`src/rtl/cdb_arbiter_pkg.sv`:
```
// Shared widths and defaults for the common data bus arbiter.
// The ROB/value widths stand in for the core-wide definitions.
package cdb_arbiter_pkg;

  localparam int ROB_ID_WIDTH   = 4;
  localparam int VAL_WIDTH      = 32;
  localparam int CDB_LAB_W      = ROB_ID_WIDTH + 1;
  localparam int CDB_N_SRC      = 2;
  localparam int CDB_N_LANE     = 1;
  localparam int CDB_FIFO_DEPTH = 4;

  // Source id width; at least one bit even with a single source.
  function automatic int src_id_w(input int n_src);
    return (n_src > 1) ? $clog2(n_src) : 1;
  endfunction

endpackage

```
`src/rtl/cdb_arbiter_if.sv`:
```
// Producer-side and broadcast-side signals of the common data bus.
// Source i transfers on a rising edge when src_valid[i] & src_ready[i] and the bus is enabled
// (rdy_in high, no flush); out_valid lanes are broadcasts with no backpressure.
interface cdb_arbiter_if
  import cdb_arbiter_pkg::*;
#(
  parameter int N_SRC  = CDB_N_SRC,
  parameter int N_LANE = CDB_N_LANE,
  parameter int LAB_W  = CDB_LAB_W,
  parameter int VAL_W  = VAL_WIDTH,
  parameter int SRC_W  = src_id_w(N_SRC)
);

  logic [N_SRC-1:0]        src_valid;
  logic [N_SRC*LAB_W-1:0]  src_lab;
  logic [N_SRC*VAL_W-1:0]  src_val;
  logic [N_SRC-1:0]        src_ready;
  logic [N_LANE-1:0]       out_valid;
  logic [N_LANE*LAB_W-1:0] out_lab;
  logic [N_LANE*VAL_W-1:0] out_val;
  logic [N_LANE*SRC_W-1:0] out_src;
  logic                    cdb_busy;
  logic                    pending;

  modport master (
    output src_valid, src_lab, src_val,
    input  src_ready, out_valid, out_lab, out_val, out_src, cdb_busy, pending
  );

  modport slave (
    input  src_valid, src_lab, src_val,
    output src_ready, out_valid, out_lab, out_val, out_src, cdb_busy, pending
  );

endinterface

```
`src/rtl/cdb_src_fifo.sv`:
```
// Per-source result FIFO; pointers carry one extra wrap bit to tell full from empty.
module cdb_src_fifo #(
  parameter int DEPTH = 4,
  parameter int W     = 37
) (
  input  logic         clk,
  input  logic         rst_i,
  input  logic         flush_i,
  input  logic         push_i,
  input  logic         pop_i,
  input  logic [W-1:0] din_i,
  output logic [W-1:0] dout_o,
  output logic         full_o,
  output logic         empty_o
);

  localparam int AW = $clog2(DEPTH);

  logic [AW:0]  wr_q, wr_d, rd_q, rd_d;
  logic [W-1:0] mem_q [DEPTH];

  always_comb begin
    wr_d = wr_q;
    rd_d = rd_q;
    if (flush_i) begin
      wr_d = '0;
      rd_d = '0;
    end else begin
      if (push_i) wr_d = wr_q + 1'b1;
      if (pop_i)  rd_d = rd_q + 1'b1;
    end
  end

  always_ff @(posedge clk or posedge rst_i) begin
    if (rst_i) begin
      wr_q <= '0;
      rd_q <= '0;
    end else begin
      wr_q <= wr_d;
      rd_q <= rd_d;
    end
  end

  always_ff @(posedge clk) begin
    if (push_i && !flush_i) mem_q[wr_q[AW-1:0]] <= din_i;
  end

  assign dout_o  = mem_q[rd_q[AW-1:0]];
  assign empty_o = (wr_q == rd_q);
  assign full_o  = (wr_q[AW] != rd_q[AW]) && (wr_q[AW-1:0] == rd_q[AW-1:0]);

endmodule

```
`src/rtl/cdb_arbiter.sv`:
```
// Multi-source, multi-lane common data bus: per-source FIFOs, round-robin multi-grant
// selection starting at rr_ptr, and registered broadcast lanes valid for one cycle.
module cdb_arbiter
  import cdb_arbiter_pkg::*;
#(
  parameter int N_SRC      = CDB_N_SRC,
  parameter int N_LANE     = CDB_N_LANE,
  parameter int FIFO_DEPTH = CDB_FIFO_DEPTH,
  parameter int LAB_W      = CDB_LAB_W,
  parameter int VAL_W      = VAL_WIDTH
) (
  input  logic                             clk,
  input  logic                             rst_in,
  input  logic                             rdy_in,
  input  logic                             flush,
  cdb_arbiter_if.slave                     bus,
  output logic [src_id_w(N_SRC)-1:0]       dbg_rr_ptr_o
);

  localparam int SRC_W = src_id_w(N_SRC);
  localparam int EW    = LAB_W + VAL_W;

  logic [N_SRC-1:0]        full_w, empty_w, push_w, grant_w;
  logic [EW-1:0]           head_w [N_SRC];
  logic [SRC_W-1:0]        rr_q, rr_d;
  logic                    adv_w;
  logic [N_LANE-1:0]       valid_q;
  logic [N_LANE*LAB_W-1:0] lab_q;
  logic [N_LANE*VAL_W-1:0] val_q;
  logic [N_LANE*SRC_W-1:0] src_q;

  // Flush outranks everything; a stall freezes queues and pointer alike.
  assign adv_w  = rdy_in & ~flush;
  assign push_w = bus.src_valid & ~full_w & {N_SRC{adv_w}};

  for (genvar s = 0; s < N_SRC; s++) begin : g_src
    cdb_src_fifo #(
      .DEPTH (FIFO_DEPTH),
      .W     (EW)
    ) u_fifo (
      .clk     (clk),
      .rst_i   (rst_in),
      .flush_i (flush),
      .push_i  (push_w[s]),
      .pop_i   (grant_w[s] & adv_w),
      .din_i   ({bus.src_lab[s*LAB_W +: LAB_W], bus.src_val[s*VAL_W +: VAL_W]}),
      .dout_o  (head_w[s]),
      .full_o  (full_w[s]),
      .empty_o (empty_w[s])
    );
  end

  // First N_LANE non-empty sources in rotated order win; pointer moves past the last winner.
  always_comb begin
    int idx;
    int n_g;
    grant_w = '0;
    rr_d    = rr_q;
    n_g     = 0;
    for (int j = 0; j < N_SRC; j++) begin
      idx = int'(rr_q) + j;
      if (idx >= N_SRC) idx = idx - N_SRC;
      if (!empty_w[SRC_W'(idx)] && (n_g < N_LANE)) begin
        grant_w[SRC_W'(idx)] = 1'b1;
        n_g = n_g + 1;
        if (idx == N_SRC - 1) rr_d = '0;
        else                  rr_d = SRC_W'(idx + 1);
      end
    end
  end

  for (genvar k = 0; k < N_LANE; k++) begin : g_lane
    logic [SRC_W-1:0] sel;
    logic             hit;

    // Lane k takes the k-th non-empty source in the same rotated scan.
    always_comb begin
      int idx;
      int rank;
      sel  = '0;
      hit  = 1'b0;
      rank = 0;
      for (int j = 0; j < N_SRC; j++) begin
        idx = int'(rr_q) + j;
        if (idx >= N_SRC) idx = idx - N_SRC;
        if (!empty_w[SRC_W'(idx)]) begin
          if (rank == k) begin
            sel = SRC_W'(idx);
            hit = 1'b1;
          end
          rank = rank + 1;
        end
      end
    end

    always_ff @(posedge clk or posedge rst_in) begin
      if (rst_in) begin
        valid_q[k]                 <= 1'b0;
        lab_q[k*LAB_W +: LAB_W]    <= '0;
        val_q[k*VAL_W +: VAL_W]    <= '0;
        src_q[k*SRC_W +: SRC_W]    <= '0;
      end else if (!adv_w) begin
        valid_q[k] <= 1'b0;
      end else begin
        valid_q[k] <= hit;
        if (hit) begin
          lab_q[k*LAB_W +: LAB_W] <= head_w[sel][EW-1 -: LAB_W];
          val_q[k*VAL_W +: VAL_W] <= head_w[sel][VAL_W-1:0];
          src_q[k*SRC_W +: SRC_W] <= sel;
        end
      end
    end
  end

  always_ff @(posedge clk or posedge rst_in) begin
    if (rst_in)      rr_q <= '0;
    else if (flush)  rr_q <= '0;
    else if (rdy_in) rr_q <= rr_d;
  end

  assign bus.src_ready = ~full_w;
  assign bus.out_valid = valid_q;
  assign bus.out_lab   = lab_q;
  assign bus.out_val   = val_q;
  assign bus.out_src   = src_q;
  assign bus.cdb_busy  = |valid_q;
  assign bus.pending   = ~(&empty_w);
  assign dbg_rr_ptr_o  = rr_q;

endmodule

```
`src/flat_wrapper.sv`:
```
// flat-port wrapper written by rule: the top's interface ports become plain ports
module cdb_arbiter_flat import cdb_arbiter_pkg::*;
#(
  parameter int N_SRC      = CDB_N_SRC,
  parameter int N_LANE     = CDB_N_LANE,
  parameter int FIFO_DEPTH = CDB_FIFO_DEPTH,
  parameter int LAB_W      = CDB_LAB_W,
  parameter int VAL_W      = VAL_WIDTH
)
  (clk, rst_in, rdy_in, flush, dbg_rr_ptr_o, bus_src_valid, bus_src_lab, bus_src_val, bus_src_ready, bus_out_valid, bus_out_lab, bus_out_val, bus_out_src, bus_cdb_busy, bus_pending);
  cdb_arbiter_if #(.N_SRC(N_SRC), .N_LANE(N_LANE), .LAB_W(LAB_W), .VAL_W(VAL_W)) bus_i ();
  input  logic clk;
  input  logic rst_in;
  input  logic rdy_in;
  input  logic flush;
  output logic [src_id_w(N_SRC)-1:0] dbg_rr_ptr_o;
  input wire logic [$bits(bus_i.src_valid)-1:0] bus_src_valid;
  input wire logic [$bits(bus_i.src_lab)-1:0] bus_src_lab;
  input wire logic [$bits(bus_i.src_val)-1:0] bus_src_val;
  output wire logic [$bits(bus_i.src_ready)-1:0] bus_src_ready;
  output wire logic [$bits(bus_i.out_valid)-1:0] bus_out_valid;
  output wire logic [$bits(bus_i.out_lab)-1:0] bus_out_lab;
  output wire logic [$bits(bus_i.out_val)-1:0] bus_out_val;
  output wire logic [$bits(bus_i.out_src)-1:0] bus_out_src;
  output wire logic [$bits(bus_i.cdb_busy)-1:0] bus_cdb_busy;
  output wire logic [$bits(bus_i.pending)-1:0] bus_pending;
  assign bus_i.src_valid = bus_src_valid;
  assign bus_i.src_lab = bus_src_lab;
  assign bus_i.src_val = bus_src_val;
  assign bus_src_ready = bus_i.src_ready;
  assign bus_out_valid = bus_i.out_valid;
  assign bus_out_lab = bus_i.out_lab;
  assign bus_out_val = bus_i.out_val;
  assign bus_out_src = bus_i.out_src;
  assign bus_cdb_busy = bus_i.cdb_busy;
  assign bus_pending = bus_i.pending;
  cdb_arbiter #(.N_SRC(N_SRC), .N_LANE(N_LANE), .FIFO_DEPTH(FIFO_DEPTH), .LAB_W(LAB_W), .VAL_W(VAL_W)) u_core (.clk(clk), .rst_in(rst_in), .rdy_in(rdy_in), .flush(flush), .bus(bus_i), .dbg_rr_ptr_o(dbg_rr_ptr_o));
endmodule
```
`config.mk`:
```
export PLATFORM = sky130hd
export DESIGN_NAME = cdb_arbiter_flat
export DESIGN_NICKNAME = d
export VERILOG_FILES = /design/src/rtl/cdb_arbiter_pkg.sv /design/src/rtl/cdb_arbiter_if.sv /design/src/rtl/cdb_src_fifo.sv /design/src/rtl/cdb_arbiter.sv /design/src/flat_wrapper.sv
export SDC_FILE = /design/constraint.sdc
export NUM_CORES = 1
export LEC_CHECK = 0
export CAP_MARGIN = 20
export CORE_AREA = 10 10 163 165
export CTS_BUF_LIST = sky130_fd_sc_hd__clkbuf_4
export DETAILED_ROUTE_END_ITERATION = 8
export DIE_AREA = 0 0 173 175
export PLACE_DENSITY = 0.77
export SLEW_MARGIN = 20
export SYNTH_ARGS = -nofsm -noshare
export SYNTH_HDL_FRONTEND = slang
export SYNTH_SLANG_ARGS = --single-unit
```
`constraint.sdc`:
```
create_clock -name clk -period 2.93 [get_ports clk]
set_input_delay 0.293 -clock clk [delete_from_list [all_inputs] [get_ports clk]]
set_output_delay 0.293 -clock clk [all_outputs]
set_load 0.01 [all_outputs]
```
==> key figures <==
Run status
  • Status: finished clean

Clock network
  • Clock latency at the later pin of the worst-skew pair: 0.69 ns
  • Num CTS Buffers: 84
  • CTS Sinks: 348
  • Clock buffer depth: 3
  • CTS tree: yes
  • H-tree lvl count: 3
  • Clock root buffer master: clkbuf_4
  • Reg clk slew, reported paths: 0.07 ns

Floorplanning
  • Core Area: 23,300 um2
  • IO Pins: 124
  • Row count: 56
  • Starting Density: 0.582
  • Die span in y: 175 um
  • Die width: 173 um
  • Die area: 30,300 um2

Finish
  • Multi-input combinational cell area: 3190 um2
  • Post-Layout Cell Count: 1,204
  • Fillers: 1,480
  • Share of layout cells above drive strength 1: 0.380
  • Register area: 10,200 um2
  • Nets: 905
  • Area Growth Syn to Fin: 22.2%

Logic synthesis
  • Syn Area/Cell: 22.3 um2
  • Area fraction of the dominant cell type after synthesis: 0.657
  • Synth top cells by count: 296 x edfxtp_1, 74 x mux4_2, 73 x mux2_2
  • Syn Std Cell Area: 13,500 um2
  • Post-Syn Nets: 697
  • Synth area leader: edfxtp_1
  • Post-synthesis cell type count: 30
  • Ys async rst share: 0.149
  • Sequential share of the synthesized area: 0.753
  • Top-count cell post-synth: edfxtp_1
  • Synth Flop Type: edfxtp_1
  • Yosys warning count: 0
  • Number of enable flip-flop cells after synthesis: 296
  • Syn Inst Count: 608
  • Synthesis-stage register bit count: 348
  • Largest cells by area after synthesis: edfxtp_1 66%, mux4_2 12%, dfrtp_1 9.6%, mux2_2 6.1%, mux2_4 1.0%

Placed design
  • HPWL Detailed: 17.6 mm
  • # port buffers: 123
  • GPL Wtd Cong: 0.780
  • Placed cells: 1,047

Timing
  • Period minus WS final: 2.83 ns
  • Max Slew Vio Count: 0
  • Fin Setup TNS: 0 ns
  • Final Hold Vio Count: 0
  • Clock Skew: 0.0329 ns
  • Final period util: 0.965
  • Unrepaired setup endpoints after global routing: false
  • Least-Margin Pin Slew: 0.878 ns
  • Slew margin rel.: 0.414
  • Final setup vio count: 0
  • Fmax: 354 MHz

GRT
  • GR Util met2: 0.329
  • All-Layer GR Usage: 0.187
  • Gr ovfl total: 0
  • Met1 Use GR: 0.221
  • First-pass GRT wire length: 43.4 mm
  • Most used routing layer: met2
  • Vias in the first global route: 7,645
  • Largest net degree at the start of global routing: 41
  • Initial antenna violation count: 1
  • M3 GR Usage: 0.0476

Run
  • Max cap viols: 0

Route
  • Residual DRC: 0
  • WL final: 28.1 mm
  • Total number of vias: 6,792
  • Initial DRC count: 511
  • Via density per instance: 5.64
  • Antenna viol nets, final: 0
  • Drt wl/cell: 23.3 um
  • Drt pass-1 iters: 4

Power and ir drop
  • LEAKAGE: 5.63 nW
  • Peak supply drop: 0.446 mV
  • PwrDens: 710 nW/um2

Critical path
  • Max FO, Critical Path: 6
  • Crit Path Class: register to primary output
  • CP Data Arrival Time: 2.54 ns
  • Crit. End Element: primary output
  • Startpoint Class: register
  • Cell breakdown of the critical path: xnor2_4 -> nand3_1 -> or3_1 -> clkdlybuf4s50_1
  • Worst path required time: 2.64 ns
  • Delay-heaviest family, CP: simple AND/OR/NAND/NOR gates
  • Critical path's slowest cell: clkdlybuf4s50_1
  • CP max stage delay: 0.52 ns
  • Crit path buf inv count: 1

Hold path
  • Hold Path Class: input port to register
-- cell families after synthesis --
| family | count (synthesis) | synth area share |
|---|---|---|
| adder cells (fa/ha/maj) | 9 | 0.00832 |
| flip-flops | 348 | 0.753 |
| AND/OR/NAND/NOR | 39 | 0.0144 |
| AO/OA/AOI/OAI | 10 | 0.00656 |
| buffers and inverters | 35 | 0.0160 |
| XOR/XNOR | 9 | 0.00638 |
| multiplexers | 158 | 0.195 |
-- cells in the final DEF (no fill, tap or decap), types with 3 or more instances in the layout --
master,synthesis,layout
edfxtp_1,296,296
clkbuf_4,0,128
clkdlybuf4s50_1,0,123
mux4_2,74,74
mux2_2,73,73
dfrtp_1,52,47
clkinv_1,1,20
buf_4,3,14
buf_12,0,12
mux2_4,9,9
nor2_1,9,9
ha_1,9,9
nand2_1,8,8
nor2b_1,8,8
inv_1,6,5
nand3_1,5,5
a31oi_1,5,5
xor2_1,4,4
and3_2,0,4
and2_2,0,4
bufinv_16,0,3
clkinv_2,0,3
dfrtp_2,0,3
-- flip-flops by register name, indices dropped and copies added (netlist names) --
register and count:
u_core.g_src.u_fifo.rd_q 6, u_core.bus.out_val 32, u_core.bus.cdb_busy 1, u_core.dbg_rr_ptr_o 1, u_core.bus.out_src 1, u_core.bus.out_lab 5
u_core.g_src.u_fifo.mem_q 296, u_core.g_src.u_fifo.wr_q 6
-- through the flow --
step	instance area, um2	total power [mW]	util	hold slack [ns]	worst slack (ns)
floorplan	13500	6.85	-	0.392	0.399
global placement	15300	7.74	0.660	0.489	0.479
detailed placement	15300	7.80	0.660	0.496	0.443
CTS	16500	11.9	0.710	0.200	0.00541
global route	16500	12.3	0.711	0.202	0.00180
finish	16500	11.7	0.711	0.241	0.101
-- cell type report --
cell class              instances  share of cell area
diodes                          1            0.000151
clock buffers                 128              0.0581
clock inverters                26              0.0109
inverters                       7             0.00159
multi-input cells             225               0.193
flip-flops and latches        348               0.617
well taps                     319              0.0241
repair buffers                150              0.0959
-- where the power goes --
group,switching (mW),internal (mW),total (mW)
Sequential,0.244,5.71,5.95
Clock,1.80,2.26,4.06
Combinational,0.649,1.08,1.73
Total,2.69,9.05,11.7
-- metal layers --
metal / vias to the layer above / share of wire
li1: 2969 / -
met1: 3528 / 0.39
met2: 261 / 0.53
met3: 34 / 0.063
met4: 0 / 0.014
met5: - / 0
-- path summary, 6_finish.rpt --
path	from	end	cells after the start	slack, ns
min	bus_src_val[0]	u_core.g_src[0].u_fifo.mem_q[3][0]$_DFFE_PP_	1	0.24
max reg2reg	u_core.g_src[0].u_fifo.rd_q[0]$_DFFE_PP0P_	u_core.bus.out_lab[1]$_DFFE_PP0P_	5	0.37
min reg2reg	u_core.bus.out_src$_DFFE_PP0P_	u_core.bus.out_src$_DFFE_PP0P_	1	0.51
min in group asynchronous	rst_in	u_core.bus.out_val[11]$_DFFE_PP0P_	3	0.47
max in group asynchronous	rst_in	u_core.g_src[1].u_fifo.rd_q[0]$_DFFE_PP0P_	4	1.70
max	u_core.g_src[0].u_fifo.wr_q[1]$_DFFE_PP0P_	bus_pending	4	0.10
-- worst register-to-register path, stage by stage (launching register included) --
cell and delay, ns:
dfrtp_4 0.45, buf_4 0.31, buf_4 0.55, mux4_2 0.60
mux2_2 0.27, mux2_4 0.25
-- what timing repair did --
item / in CTS / in global routing
endpoints found under the setup margin: 1 / 1
hold endpoints to repair: 12 / 0
cloned: 0 / 0
buffers inserted: 1 / 0
pin swaps: 0 / 1
resized for setup: 2 / 2
hold buffers: 1 / 0
Note: power is estimated with default switching activity, not from simulation.
